## config.mk

```make
export PLATFORM = sky130hd
export DESIGN_NAME = bus_arbiter
export DESIGN_NICKNAME = d
export VERILOG_FILES = /design/src/rtl/bus_arbiter.sv
export SDC_FILE = /design/constraint.sdc
export NUM_CORES = 1
export LEC_CHECK = 0
export BUFFER_PORTS_ARGS = -buffer_cell sky130_fd_sc_hd__buf_2
export CAP_MARGIN = 20
export CORE_MARGIN = 3
export CORE_UTILIZATION = 30
export DETAILED_ROUTE_END_ITERATION = 10
export PLACE_DENSITY = 0.68
export SYNTH_ARGS = -nofsm -noshare
export SYNTH_HDL_FRONTEND = slang
export SYNTH_SLANG_ARGS = --single-unit
```

## constraint.sdc

```tcl
create_clock -name clk -period 3 [get_ports clk]
set_clock_uncertainty 0.05 [all_clocks]
set_input_delay 0.6 -clock clk [delete_from_list [all_inputs] [get_ports clk]]
set_output_delay 0.6 -clock clk [all_outputs]
set_load 0.03 [all_outputs]
```

## src/rtl/bus_arbiter.sv

```systemverilog
// -----------------------------------------------------------------------------
// bus_arbiter
//
// Two-master arbiter and access sequencer for the shared memory/I-O bus.
// The monocycle CPU and a second master (DMA/loader, "ext") share one bus.
// Arbitration is round-robin. Every access holds the bus for WAIT_CYCLES
// cycles, and there is always one IDLE turnaround cycle between accesses.
//
// Parameters
//   ADDR_WIDTH   address width
//   DATA_WIDTH   data width
//   WAIT_CYCLES  bus cycles per access (must be >= 1)
//
// Ports
//   clk, reset            rising-edge clock, asynchronous active-high reset
//   cpu_read/cpu_write    CPU request levels (write wins if both are high)
//   cpu_addr/cpu_wdata    CPU address and write data
//   cpu_rdata             read data to the CPU, valid in its last ACCESS cycle
//   cpu_stall             holds the CPU PC/state while its access is pending
//   ext_req/ext_we        ext request (held until ext_done) and direction
//   ext_addr/ext_wdata    ext address and write data
//   ext_gnt               ext owns the bus
//   ext_done              one-cycle pulse in the last ext ACCESS cycle
//   ext_rdata             registered ext read data
//   mem_addr/mem_wdata    latched bus address and write data
//   mem_rdata             bus read data
//   mem_read/mem_write    registered bus strobes, never both high
// -----------------------------------------------------------------------------
module bus_arbiter #(
  parameter int ADDR_WIDTH  = 20,
  parameter int DATA_WIDTH  = 16,
  parameter int WAIT_CYCLES = 2
) (
  input  logic                  clk,
  input  logic                  reset,
  input  logic                  cpu_read,
  input  logic                  cpu_write,
  input  logic [ADDR_WIDTH-1:0] cpu_addr,
  input  logic [DATA_WIDTH-1:0] cpu_wdata,
  output logic [DATA_WIDTH-1:0] cpu_rdata,
  output logic                  cpu_stall,
  input  logic                  ext_req,
  input  logic                  ext_we,
  input  logic [ADDR_WIDTH-1:0] ext_addr,
  input  logic [DATA_WIDTH-1:0] ext_wdata,
  output logic                  ext_gnt,
  output logic                  ext_done,
  output logic [DATA_WIDTH-1:0] ext_rdata,
  output logic [ADDR_WIDTH-1:0] mem_addr,
  output logic [DATA_WIDTH-1:0] mem_wdata,
  input  logic [DATA_WIDTH-1:0] mem_rdata,
  output logic                  mem_read,
  output logic                  mem_write
);

  localparam int CNT_W = $clog2(WAIT_CYCLES + 1);
  localparam logic [CNT_W-1:0] CNT_LOAD = CNT_W'(WAIT_CYCLES);
  localparam logic [CNT_W-1:0] CNT_LAST = CNT_W'(1);

  typedef enum logic { IDLE, ACCESS } state_t;
  typedef enum logic { OWN_CPU, OWN_EXT } owner_t;

  state_t           state;
  owner_t           owner;
  owner_t           last_owner;
  logic [CNT_W-1:0] cnt;

  logic cpu_rq;
  logic cpu_wins_write;
  logic last_cycle;
  logic ext_wins;

  assign cpu_rq         = cpu_read | cpu_write;
  assign cpu_wins_write = cpu_write;
  assign last_cycle     = (state == ACCESS) && (cnt == CNT_LAST);

  // Ext wins when it is the only requester, or on a tie when the CPU had
  // the previous grant (round-robin).
  assign ext_wins = ext_req && (!cpu_rq || (last_owner == OWN_CPU));

  always_ff @(posedge clk or posedge reset) begin
    if (reset) begin
      state      <= IDLE;
      owner      <= OWN_CPU;
      last_owner <= OWN_EXT;
      cnt        <= '0;
      mem_addr   <= '0;
      mem_wdata  <= '0;
      mem_read   <= 1'b0;
      mem_write  <= 1'b0;
      ext_rdata  <= '0;
    end else begin
      case (state)
        IDLE: begin
          if (cpu_rq || ext_req) begin
            state <= ACCESS;
            cnt   <= CNT_LOAD;
            if (ext_wins) begin
              owner      <= OWN_EXT;
              last_owner <= OWN_EXT;
              mem_addr   <= ext_addr;
              mem_wdata  <= ext_wdata;
              mem_read   <= ~ext_we;
              mem_write  <= ext_we;
            end else begin
              owner      <= OWN_CPU;
              last_owner <= OWN_CPU;
              mem_addr   <= cpu_addr;
              mem_wdata  <= cpu_wdata;
              mem_read   <= ~cpu_wins_write;
              mem_write  <= cpu_wins_write;
            end
          end
        end
        ACCESS: begin
          if (cnt == CNT_LAST) begin
            // Always fall back to IDLE: the extra cycle is the bus turnaround.
            state     <= IDLE;
            cnt       <= '0;
            mem_read  <= 1'b0;
            mem_write <= 1'b0;
            if ((owner == OWN_EXT) && mem_read) begin
              ext_rdata <= mem_rdata;
            end
          end else begin
            cnt <= cnt - CNT_LAST;
          end
        end
        default: begin
          state <= IDLE;
        end
      endcase
    end
  end

  // Release the CPU combinationally in its last ACCESS cycle so the
  // monocycle core completes the instruction on the same edge as the bus.
  assign cpu_stall = cpu_rq & ~(last_cycle & (owner == OWN_CPU));
  assign cpu_rdata = ((state == ACCESS) && (owner == OWN_CPU)) ? mem_rdata : '0;
  assign ext_gnt   = (state == ACCESS) && (owner == OWN_EXT);
  assign ext_done  = ext_gnt && (cnt == CNT_LAST);

endmodule

```

# Word level (Yosys, flattened, before mapping)
# Cells that the tools add are included.
totals:
  regBits: 59
  inputBits: 94
  out_inout_bits: 73
  word_cells: 51
op_classes:
  addsub: 1
  n_eq_ne: 3
  muxes: 17
  bitwise_logic: 9
  n_reduce_logical: 12
op_table:
  columns: ["cell", "count"]
  rows:
  - ["$mux W16", 2]
  - ["$mux W20", 1]
  - ["$mux W1", 8]
  - ["$logic_and A1 B1 Y1", 6]
  - ["$not A1 Y1", 6]
  - ["$pmux W1 S2", 3]
  - ["$mux W2", 2]
  - ["$pmux W2 S2", 1]
  - ["$reduce_and A2 Y1", 2]
  - ["$reduce_and A3 Y1", 1]
  - ["$and A1 B1 Y1", 2]
  - ["$eq A2 B1 Y1 const B", 1]
  - ["$logic_or A1 B1 Y1", 2]
  - ["$ne A2 B1 Y1 const B", 1]
  - ["$ne A2 B2 Y1 const B", 1]
  - ["$sub A2 B1 Y2 const B", 1]
  - ["$logic_not A1 Y1", 1]
  - ["$or A1 B1 Y1", 1]

# Logic depth before layout (Yosys ltp)
# Gate-level depths: netlist of the first run.
logic_depth:
  depth_word: 7
  depth_mapped: 6
  mapped_depth_nobuf: 5

# Worst setup path after synthesis of the first run
# No wires, ideal clock.
synth_timing:
  path_type: "flip-flop to output port"
  startpoint: "register state"
  endpoint: "output cpu_stall"
  arrival_ns: 1.268
  required_time_ns: 2.350
  path_slack_ns: 1.082
  stages_incl_launch_ff: 4
  path_buffers: 1
  cell_sequence: "dfrtp_1 -> nor2b_1 -> clkbuf_1 -> a21oi_1"
synth_via:
  elab_chain_len: 4
synth_lines:
  columns: ["item", "line_no", "source"]
  rows:
  - ["from (decl)", "63", "state_t state;"]
  - ["from (signal assigned)", "83", "state <= IDLE;"]
  - ["from (signal assigned)", "96", "state <= ACCESS;"]
  - ["from (signal assigned)", "118", "state <= IDLE;"]
  - ["$logic_and A1 B1 Y1", "75", "assign last_cycle = (state == ACCESS) && (cnt == CNT_LAST);"]
  - ["$and A1 B1 Y1", "138", "assign cpu_stall = cpu_rq & ~(last_cycle & (owner == OWN_CPU));"]
  - ["$not A1 Y1", "138", null]
  - ["$and A1 B1 Y1", "138", null]
  - ["to (decl)", "41", "output logic cpu_stall,"]
# Every way passes these cells.

# Worst setup path in the final report of the first run
layout_timing:
  startpoint: "register state"
  endpoint: "output ext_done"
layout_via:
  elab_chain_len: 2
layout_lines:
  columns: ["item", "line_no", "source"]
  rows:
  - ["$logic_and A1 B1 Y1", "140", "assign ext_gnt = (state == ACCESS) && (owner == OWN_EXT);"]
  - ["$logic_and A1 B1 Y1", "141", "assign ext_done = ext_gnt && (cnt == CNT_LAST);"]
  - ["to (decl)", "47", "output logic ext_done,"]
# Every way passes these cells.

==> summary.md, run 1 <==
| Metric | Value |
|---|---|
| First-pass GRT wire length | `14200 um` |
| Clk sinks | `59` |
| Net Sw Frac | `0.458` |
| WL final | `8750 um` |
| CTS Buf Count | `9` |
| Area contributors post-synth | `dfrtp_1 48%, a311o_1 12%, o22a_1 10%` |
| Synth Instances | `258` |
| Max-cap violations | `0` |
| Total grt overflow | `0` |
| Register share of total power | `0.288` |
| Most common cell after layout, fill and taps aside | `buf_2` |
| GRT Util Overall | `0.155` |
| RePlAce Congestion | `0.705` |
| Synthesized-area fraction occupied by adder cells | `0.00412` |
| Synth Area in Compound Gates | `0.332` |
| Critical-path cell list | `buf_4, and3_1, buf_2` |
| CP max stage cell | `buf_4` |
| Yosys top cell area share | `0.478` |
| Fill cells | `991` |
| Crit path launch type | `flop` |
| CP delay by family, top | `buffers and inverters` |
| Core area | `9820 um2` |
| Crit path time final | `2.25 ns` |
| Clock share of power | `0.157` |
| Leak | `0.00192 uW` |
| Reg-to-Reg Start | `state` |
| Worst Setup Path Type | `flop to primary output` |
| P&R area growth vs syn | `38.5%` |
| Via count | `2862` |
| Worst setup startpoint | `state` |
| Pre-antenna DRT Iters | `4` |
| Xor/xnor cell area share of the yosys netlist | `0` |
| Multi-input logic area | `1430 um2` |
| Sequential Area | `1480 um2` |
| Max Fanout on Critical Path | `49` |
| Clk slew on worst S/H paths | `0.07 ns` |
| Ant. Diodes | `0` |
| Fmax | `0.444 GHz` |
| Die Ht | `107 um` |
| Critical path's largest stage delay | `0.43 ns` |
| Average footprint of a synthesized cell | `11.8 um2` |
| Seq/Total Area, Yosys | `0.487` |
| # DRC | `0` |
| Die area | `11400 um2` |
| Post-DP HPWL | `6180 um` |
| Initial antenna violation count | `1` |
| 1st-iter DRT viols | `146` |
| Status | `finished clean` |
| Post-synthesis mux area share | `0.0668` |
| RSZ-0062 raised after global routing | `false` |
| Layout cell share with drive strength beyond 1 | `0.493` |
| Final ANT Viol Nets | `0` |
| Starting Density | `0.309` |
| Synth Register Bits | `59` |
| Internal power | `2680 uW` |
| Synthesized area | `3030 um2` |
| Final Hold Fails | `0` |
| CTS tree | `done` |
| Die W | `107 um` |
| Peak VDD IR | `0.000419 V` |
| Library cells used by synthesis | `30` |
| Hold Buf Count CTS | `0` |
| Pwr dens | `1180 nW/um2` |
| Synth Area in Simple Gates | `0.0647` |
| Root buffer cell | `clkbuf_8` |
| H-tree levels | `3` |
| Max_slew headroom | `0.374` |
| Tcrit/Tclk final | `0.751` |
| Worst hold path type | `primary input to async pin` |
| Final WS setup | `0.748 ns` |
| Site Rows | `36` |
| PortBufs | `166` |
| Setup WS pre-CTS | `0.935 ns` |
| Slew of the pin with the lowest slew margin | `0.937 ns` |
| Main combinational cell family by area after synthesis | `compound AO/OA/AOI/OAI gates` |
| Clock Path Buffers | `2` |
| Setup TNS | `0 ns` |
| Synth warn | `0` |
| Syn nets | `353` |
| Commonest cells after routing, fill and taps aside | `166 x buf_2, 57 x dfrtp_1, 36 x a311o_1, 36 x a21boi_0, 36 x o22a_1` |
| Vias in the first global route | `2902` |
| Wire per inst | `15.8 um` |
| IO Pins | `167` |
| Post_cts resized | `0` |
| Crit end category | `primary output` |
| CP arrival | `1.60 ns` |
| Max-slew violation count | `0` |
| Vias per inst | `5.18` |
| Post CTS Setup Buffer Count | `0` |
| Yosys top cell by area | `dfrtp_1` |
| Critical path data required time | `2.35 ns` |
| Logic pwr share | `0.555` |
| Clock Latency Late Sink | `0.33 ns` |
| Final count of negative-setup-slack endpoints | `0` |
| WP buf/inv | `2` |
| Largest net degree at the start of global routing | `74` |
| Post-layout net count | `510` |
| Switching power | `2260 uW` |
cells by family after synthesis:
kind of cell               Yosys count
DFF                                 59
and+or+nand+nor                     32
adders and majority gates            1
buffers and inverters               31
muxes                               18
AOI/OAI and AO/OA                  117
power groups by stage:
stage          registers (uW)  clock network, uW  logic (uW)
4_1_cts                  1430                810        2770
3_5_place_dp             1440                  0        2770
5_1_grt                  1480                852        2940
6_report                 1420                778        2740
3_3_place_gp             1420                  0        2720
2_1_floorplan            2150                  0        1270
registers in the layout, indices dropped and copies added, names as in the netlist:
| signal | cells |
|---|---|
| owner | 1 |
| cnt | 2 |
| mem_wdata | 16 |
| mem_write | 1 |
| last_owner | 1 |
| mem_addr | 20 |
| mem_read | 1 |
| state | 1 |
| ext_rdata | 16 |
per-stage QoR:
step	std cells	utilization	area, um2	power [uW]	hold slack, ns
floorplan	258	-	3030	3420	0.433
global placement	537	0.406	3990	4140	0.418
detailed placement	537	0.406	3990	4210	0.427
CTS	553	0.428	4200	5010	0.428
global route	553	0.428	4200	5280	0.432
finish	553	0.428	4200	4940	0.414
path summary, 6_finish.rpt:
path	to	slack [ns]	cells past startpoint
setup reg to reg	ext_rdata[15]	1.12	4
max in group asynchronous	ext_rdata[0]	1.75	3
hold reg to reg	ext_rdata[4]	0.44	1
min in group clk	ext_rdata[4]	0.44	1
setup / recovery	ext_done	0.75	3
hold / removal	mem_addr[0]	0.41	2
layout make-up:
type                    count  share of cell area
clock buffers              15              0.0444
clock inverters             1             0.00715
inverters                   2             0.00179
multi-input cells         168               0.341
flip-flops and latches     59               0.352
well taps                 133              0.0396
repair buffers            175               0.214
cells in the mapped netlist:
cell       instances
o211ai_1           1
o22a_1            36
nor2_1             2
o21ai_0            1
a32oi_1            1
dfrtp_1           58
a21oi_1            3
a311o_1           36
a21boi_0          36
or2_1              1
mux2_1             7
dfstp_2            1
mux2_2            11
nor3_2             1
and2_1            18
clkbuf_1          16
o2bb2ai_1          2
o21ai_2            1
nand2_2            1
buf_4              2
buf_1              1
nor2b_1            2
nor2_4             1
nand2b_1           1
nor4_1             1
inv_1              2
ha_1               1
nand2_1            3
and3_1             1
buf_2             10
per-layer routing:
layer,up-vias,track usage,wire length (um)
met5,-,0,13
met4,2,0.0374,42
met3,6,0.0546,640
met2,122,0.254,4190
met1,1406,0.196,3860
li1,1326,-,-
No activity file was read; power rests on OpenSTA's default activity.
==> run 2: changes to the inputs <==
clock period = 2.3 ns   (was 3 ns; I/O delays follow)
==> run 2 against run 1 <==
Effect of this change:
- largest power group unchanged
- global-route usage is 0.41 points higher
- final cell count is 0.18% lower
- routed wire length is 1.9% higher
- first-iteration DRC count is 10% lower
- design area is 0.45% lower
- clock power is 23% higher
- critical path depth stayed put
- sequential cell count stayed put
- highest routed layer is now met4
- register-to-register slack worse by 0.71 ns
- sequential power is 31% higher
==> summary.md, run 2 (same netlist as run 1, synthesis figures left out) <==
| Metric | Value |
|---|---|
| Critical path data required time | `1.79 ns (-0.56 ns)` |
| WP buf/inv | `2 (unchanged)` |
| Inst Count DP | `536 (-0.19%)` |
| Top reg by flops | `mem_addr` |
| Largest net degree at the start of global routing | `77 (+4.1%)` |
| RePlAce Congestion | `0.757 (+7.5%)` |
| CP arrival | `1.63 ns (+0.03 ns)` |
| # DRC | `0 (unchanged)` |
| Die area | `11400 um2 (unchanged)` |
| Clock Latency Late Sink | `0.33 ns (about the same)` |
| Worst hold path type | `primary input to async pin` |
| Wire per inst | `16.1 um (+2.0%)` |
| Clk sinks | `59 (unchanged)` |
| Final count of negative-setup-slack endpoints | `0 (unchanged)` |
| PortBufs | `166 (unchanged)` |
| Max Fanout on Critical Path | `49 (unchanged)` |
| Met2 wire length | `4210 um (+0.57%)` |
| Max-cap violations | `0 (unchanged)` |
| Pwr dens | `1530 nW/um2 (+30%)` |
| Largest register FFs | `20 (unchanged)` |
| CP delay by family, top | `buffers and inverters` |
| Pre-antenna DRT Iters | `4 (unchanged)` |
| Max_slew headroom | `0.359 (-0.0142)` |
| GRT Util Overall | `0.159 (+0.00405)` |
| Top flop regs | `mem_addr x20, ext_rdata x16, mem_wdata x16` |
| CTS tree | `done` |
| CP max stage cell | `buf_4` |
| Post-route insts no fill | `552 (-0.18%)` |
| P&R area growth vs syn | `37.9%` |
| Slew of the pin with the lowest slew margin | `0.959 ns (+0.0213 ns)` |
| Hold Buf Count CTS | `0 (unchanged)` |
| Sequential Area | `1480 um2 (unchanged)` |
| CTS Buf Count | `9 (unchanged)` |
| Die Ht | `107 um (unchanged)` |
| Fill cells | `984 (-0.71%)` |
| Via count | `2861 (-0.035%)` |
| Setup WS pre-CTS | `0.284 ns (-0.652 ns)` |
| Highest Signal Layer | `met4` |
| Tcrit/Tclk final | `0.930` |
| RSZ-0062 raised after global routing | `false` |
| Crit path time final | `2.14 ns` |
| IO Pins | `167 (unchanged)` |
| Leak | `0.00191 uW (-0.57%)` |
| Fmax | `0.468 GHz` |
| M1 WL | `3890 um (+0.73%)` |
| Clk slew on worst S/H paths | `0.07 ns (about the same)` |
| Core area | `9820 um2 (unchanged)` |
| Critical-path cell list | `buf_4, and3_1, buf_2` |
| Max-slew violation count | `0 (unchanged)` |
| Total grt overflow | `0 (unchanged)` |
| WL final | `8910 um (+1.9%)` |
| Worst Setup Path Type | `flop to primary output` |
| Vias per inst | `5.18 (+0.15%)` |
| Starting Density | `0.309 (unchanged)` |
| Vias in the first global route | `2924 (+0.76%)` |
| Final Hold Fails | `0 (unchanged)` |
| Clock Path Buffers | `2 (unchanged)` |
| Root buffer cell | `clkbuf_8` |
| Crit end category | `primary output` |
| Setup TNS | `0 ns (unchanged)` |
| Multi-input logic area | `1440 um2 (+0.17%)` |
| Site Rows | `36 (unchanged)` |
| Post-DP HPWL | `6140 um (-0.51%)` |
| Initial antenna violation count | `0 (-1)` |
| Routed wl met3 | `686 um (+7.2%)` |
| Most common cell after layout, fill and taps aside | `buf_2` |
| H-tree levels | `3 (unchanged)` |
| 1st-iter DRT viols | `131 (-10%)` |
| Commonest cells after routing, fill and taps aside | `166 x buf_2, 57 x dfrtp_1, 36 x a311o_1, 36 x a21boi_0, 36 x o22a_1` |
| Final ANT Viol Nets | `0 (unchanged)` |
| Crit path launch type | `flop` |
| Ant. Diodes | `0 (unchanged)` |
| Critical path's largest stage delay | `0.44 ns (about the same)` |
| Layout cell share with drive strength beyond 1 | `0.499 (+0.00595)` |
| Final core utilization | `0.426 (-0.00191)` |
| First-pass GRT wire length | `14600 um (+2.7%)` |
| Peak VDD IR | `0.000668 V (+59%)` |
| Final WS setup | `0.162 ns (-0.587 ns)` |
| Die W | `107 um (unchanged)` |
| Status | `finished clean` |
| Post-layout net count | `509 (-0.20%)` |
## run 2: cell count changes in the layout (fill, tap and decap cells not counted)
cell | before | now
clkinv_4 | 0 | 2
clkbuf_8 | 13 | 10
nor2b_2 | 0 | 1
clkbuf_1 | 2 | 0
nor2b_1 | 2 | 1
clkinv_2 | 0 | 2
buf_4 | 9 | 8
clkinvlp_4 | 0 | 1
## run 2: worst paths after layout
check / startpoint / to / slack, ns / cells after the start
worst min register to register: ext_rdata[15] / ext_rdata[15] / 0.44 / 1
max in group asynchronous: reset / last_owner / 1.65 / 3
worst max register to register: state / ext_rdata[13] / 0.41 / 4
worst max-delay path: state / ext_done / 0.16 / 3
min in group clk: mem_rdata[3] / ext_rdata[3] / 0.30 / 2
worst min-delay path: reset / mem_addr[3] / 0.12 / 3
## run 2: tightest hold or removal path, cell delays in order
cell	delay, ns
buf_2	0.10
inv_2	0.04
buf_4	0.29
## run 2: routing by layer
metal  vias to the layer above  track usage
met5                         -            0
met4                         0       0.0475
met3                        11       0.0455
met2                       119        0.263
met1                      1401        0.202
li1                       1330            -
## run 2: cell type report
| cell class | count | area share |
|---|---|---|
| Sequential cell | 59 | 0.354 |
| Multi-Input combinational cell | 168 | 0.343 |
| Inverter | 2 | 0.00179 |
| Clock buffer | 10 | 0.0329 |
| Timing Repair Buffer | 174 | 0.213 |
| Tap cell | 133 | 0.0398 |
| Clock inverter | 6 | 0.0156 |
## run 2: power by group
group | total, uW | internal (uW) | switching [uW]
clock | 959 | 529 | 430
sequential | 1860 | 1580 | 279
combinational | 3580 | 1290 | 2290
## run 2: stage by stage
stage               hold slack, ns  area, um2  total power [uW]
global route                 0.145       4180              6830
floorplan                    0.433       3030              4460
global placement             0.420       3980              5400
CTS                          0.119       4180              6490
detailed placement           0.427       3980              5490
finish                       0.119       4180              6400
## run 2: repair_timing
item,4_1_cts,5_1_grt
resized for setup,1,0
buffers inserted,0,0
setup endpoints to repair,17,0
==> run 3: changes to the inputs <==
RECOVER_POWER = 25   (was unset)
==> run 3 against run 2 <==
Effect of this change:
- die area unchanged
- register-to-register slack barely moved
- hold slack improved by 0.19 ns
- clock power barely moved
- global-route usage did not move
- combinational power about the same
- utilization shrank 0.064 points
- setup slack worse by 0.0025 ns
- maximum frequency fell by 0.12%
==> summary.md, run 3 (same netlist as run 1, synthesis figures left out) <==
| Metric | Value |
|---|---|
| Status | `finished clean` |
| Clock Latency Late Sink | `0.33 ns (about the same)` |
| Post-layout net count | `509 (unchanged)` |
| Post_cts resized | `1 (unchanged)` |
| Die area | `11400 um2 (unchanged)` |
| Critical path's largest stage delay | `0.45 ns (about the same)` |
| Clk sinks | `59 (unchanged)` |
| Ant. Diodes | `0 (unchanged)` |
| Pre-antenna DRT Iters | `4 (unchanged)` |
| Final ANT Viol Nets | `0 (unchanged)` |
| Vias per inst | `5.18 (about the same)` |
| CTS Buf Count | `9 (unchanged)` |
| Peak VDD IR | `0.000668 V (about the same)` |
| H-tree levels | `3 (unchanged)` |
| 1st-iter DRT viols | `136 (+3.8%)` |
| P&R area growth vs syn | `37.6%` |
| Die Ht | `107 um (unchanged)` |
| Reg-to-Reg Start | `state` |
| Reg2Reg Depth | `4 (unchanged)` |
| Top reg by flops | `mem_addr` |
| Crit path time final | `2.14 ns (+0.00246 ns)` |
| CTS tree | `done` |
| Final core utilization | `0.425 (-0.000637)` |
| Hold Buf Count CTS | `0 (unchanged)` |
| Final count of negative-setup-slack endpoints | `0 (unchanged)` |
| Most common cell after layout, fill and taps aside | `buf_2` |
| # DRC | `0 (unchanged)` |
| Max-slew violation count | `0 (unchanged)` |
| Hold Path Sink | `ext_rdata[3]` |
| Layout cell share with drive strength beyond 1 | `0.494 (-0.00477)` |
| Vias in the first global route | `2924 (unchanged)` |
| Hold WS | `0.305 ns (+0.186 ns)` |
| Critical-path cell list | `buf_4, and3_1, buf_2` |
| Worst R2R End | `ext_rdata[13]` |
| Largest register FFs | `20 (unchanged)` |
| Fill cells | `984 (unchanged)` |
| WL final | `8900 um (about the same)` |
| Clock Path Buffers | `2 (unchanged)` |
| Multi-input logic area | `1440 um2 (unchanged)` |
| Setup TNS | `0 ns (unchanged)` |
| Max_slew headroom | `0.145 (-0.215)` |
| Hold Crit Depth | `2` |
| Tcrit/Tclk final | `0.931 (+0.00107)` |
| Leak | `0.00191 uW (-0.17%)` |
| Final Hold Fails | `0 (unchanged)` |
| Root buffer cell | `clkbuf_8` |
| Slew of the pin with the lowest slew margin | `1.28 ns (+0.324 ns)` |
| PortBufs | `166 (unchanged)` |
| Critical path data required time | `1.79 ns (about the same)` |
| Sequential Area | `1480 um2 (unchanged)` |
| Total power | `6400 uW (about the same)` |
| Fmax | `0.467 GHz (-0.12%)` |
| Commonest cells after routing, fill and taps aside | `166 x buf_2, 57 x dfrtp_1, 36 x a311o_1, 36 x a21boi_0, 36 x o22a_1` |
| RSZ-0062 raised after global routing | `false` |
| IO Pins | `167 (unchanged)` |
| CP arrival | `1.63 ns (about the same)` |
| Total grt overflow | `0 (unchanged)` |
| Worst Setup Path Type | `flop to primary output` |
| Worst hold path type | `primary input to flop` |
| Initial antenna violation count | `0 (unchanged)` |
| Clk slew on worst S/H paths | `0.07 ns (about the same)` |
| Top flop regs | `mem_addr x20, ext_rdata x16, mem_wdata x16` |
| First-pass GRT wire length | `14600 um (unchanged)` |
| Starting Density | `0.309 (unchanged)` |
| GRT Util Overall | `0.159 (unchanged)` |
| Crit end category | `primary output` |
| Pwr dens | `1530 nW/um2 (+0.15%)` |
| Die W | `107 um (unchanged)` |
| Reg2reg setup slack | `0.41 ns (about the same)` |
| Wire per inst | `16.1 um (about the same)` |
| Largest net degree at the start of global routing | `77 (unchanged)` |
| Post CTS Setup Buffer Count | `0 (unchanged)` |
| Site Rows | `36 (unchanged)` |
| RePlAce Congestion | `0.757 (unchanged)` |
| Post-DP HPWL | `6140 um (unchanged)` |
| Max Fanout on Critical Path | `49 (unchanged)` |
| Max-cap violations | `0 (unchanged)` |
| Min-delay src | `mem_rdata[3]` |
| Crit path launch type | `flop` |
| Core area | `9820 um2 (unchanged)` |
| CP max stage cell | `buf_4` |
| Via count | `2859 (-0.070%)` |
==> run 3: changes by cell type in the layout (fill, tap and decap cells not counted), sizes merged <==
cell    previous run  this run
clkbuf            10        12
buf              174       172
==> run 3: stage by stage <==
step           std cells  area, um2  setup WS, ns
5_1_grt              552       4180        0.0339
4_1_cts              552       4180         0.116
3_3_place_gp         536       3980         0.326
6_report             552       4180         0.159
2_1_floorplan        258       3030         0.335
3_5_place_dp         536       3980         0.284
==> run 3: worst max-delay path by stage <==
stage	depth (start not counted)	slack (ns)	to	start
floorplan	1	0.34	cnt[0]	reset
detailed placement	3	0.28	cpu_rdata[2]	owner
CTS	3	0.12	ext_done	state
global route	3	0.03	ext_done	state
global placement	3	0.33	cpu_rdata[10]	owner
finish	3	0.16	ext_done	state
==> run 3: layout make-up <==
cell class,instances,share of cell area
flip-flops and latches,59,0.354
well taps,133,0.0398
clock inverters,6,0.0156
clock buffers,10,0.0330
inverters,2,0.00180
multi-input cells,168,0.344
repair buffers,174,0.212
==> run 3: power by group <==
part	internal (uW)	total, uW	switching (uW)
combinational	1290	3580	2290
clock	529	960	430
sequential	1580	1860	280
==> run 3: worst max-delay path: cells and delay by family, from the launching register on <==
| kind | cells | cell delay [ns] |
|---|---|---|
| buffers and inverters | 2 | 0.66 |
| AND/OR/NAND/NOR | 1 | 0.29 |
| flip-flops | 1 | 0.36 |
==> run 3: per-layer routing <==
| metal | part of all wire | GRT usage | wire length, um |
|---|---|---|---|
| met1 | 0.44 | 0.202 | 3890 |
| met2 | 0.47 | 0.263 | 4210 |
| met3 | 0.077 | 0.0455 | 686 |
| met4 | 0.014 | 0.0475 | 121 |
| met5 | 0 | 0 | 0 |
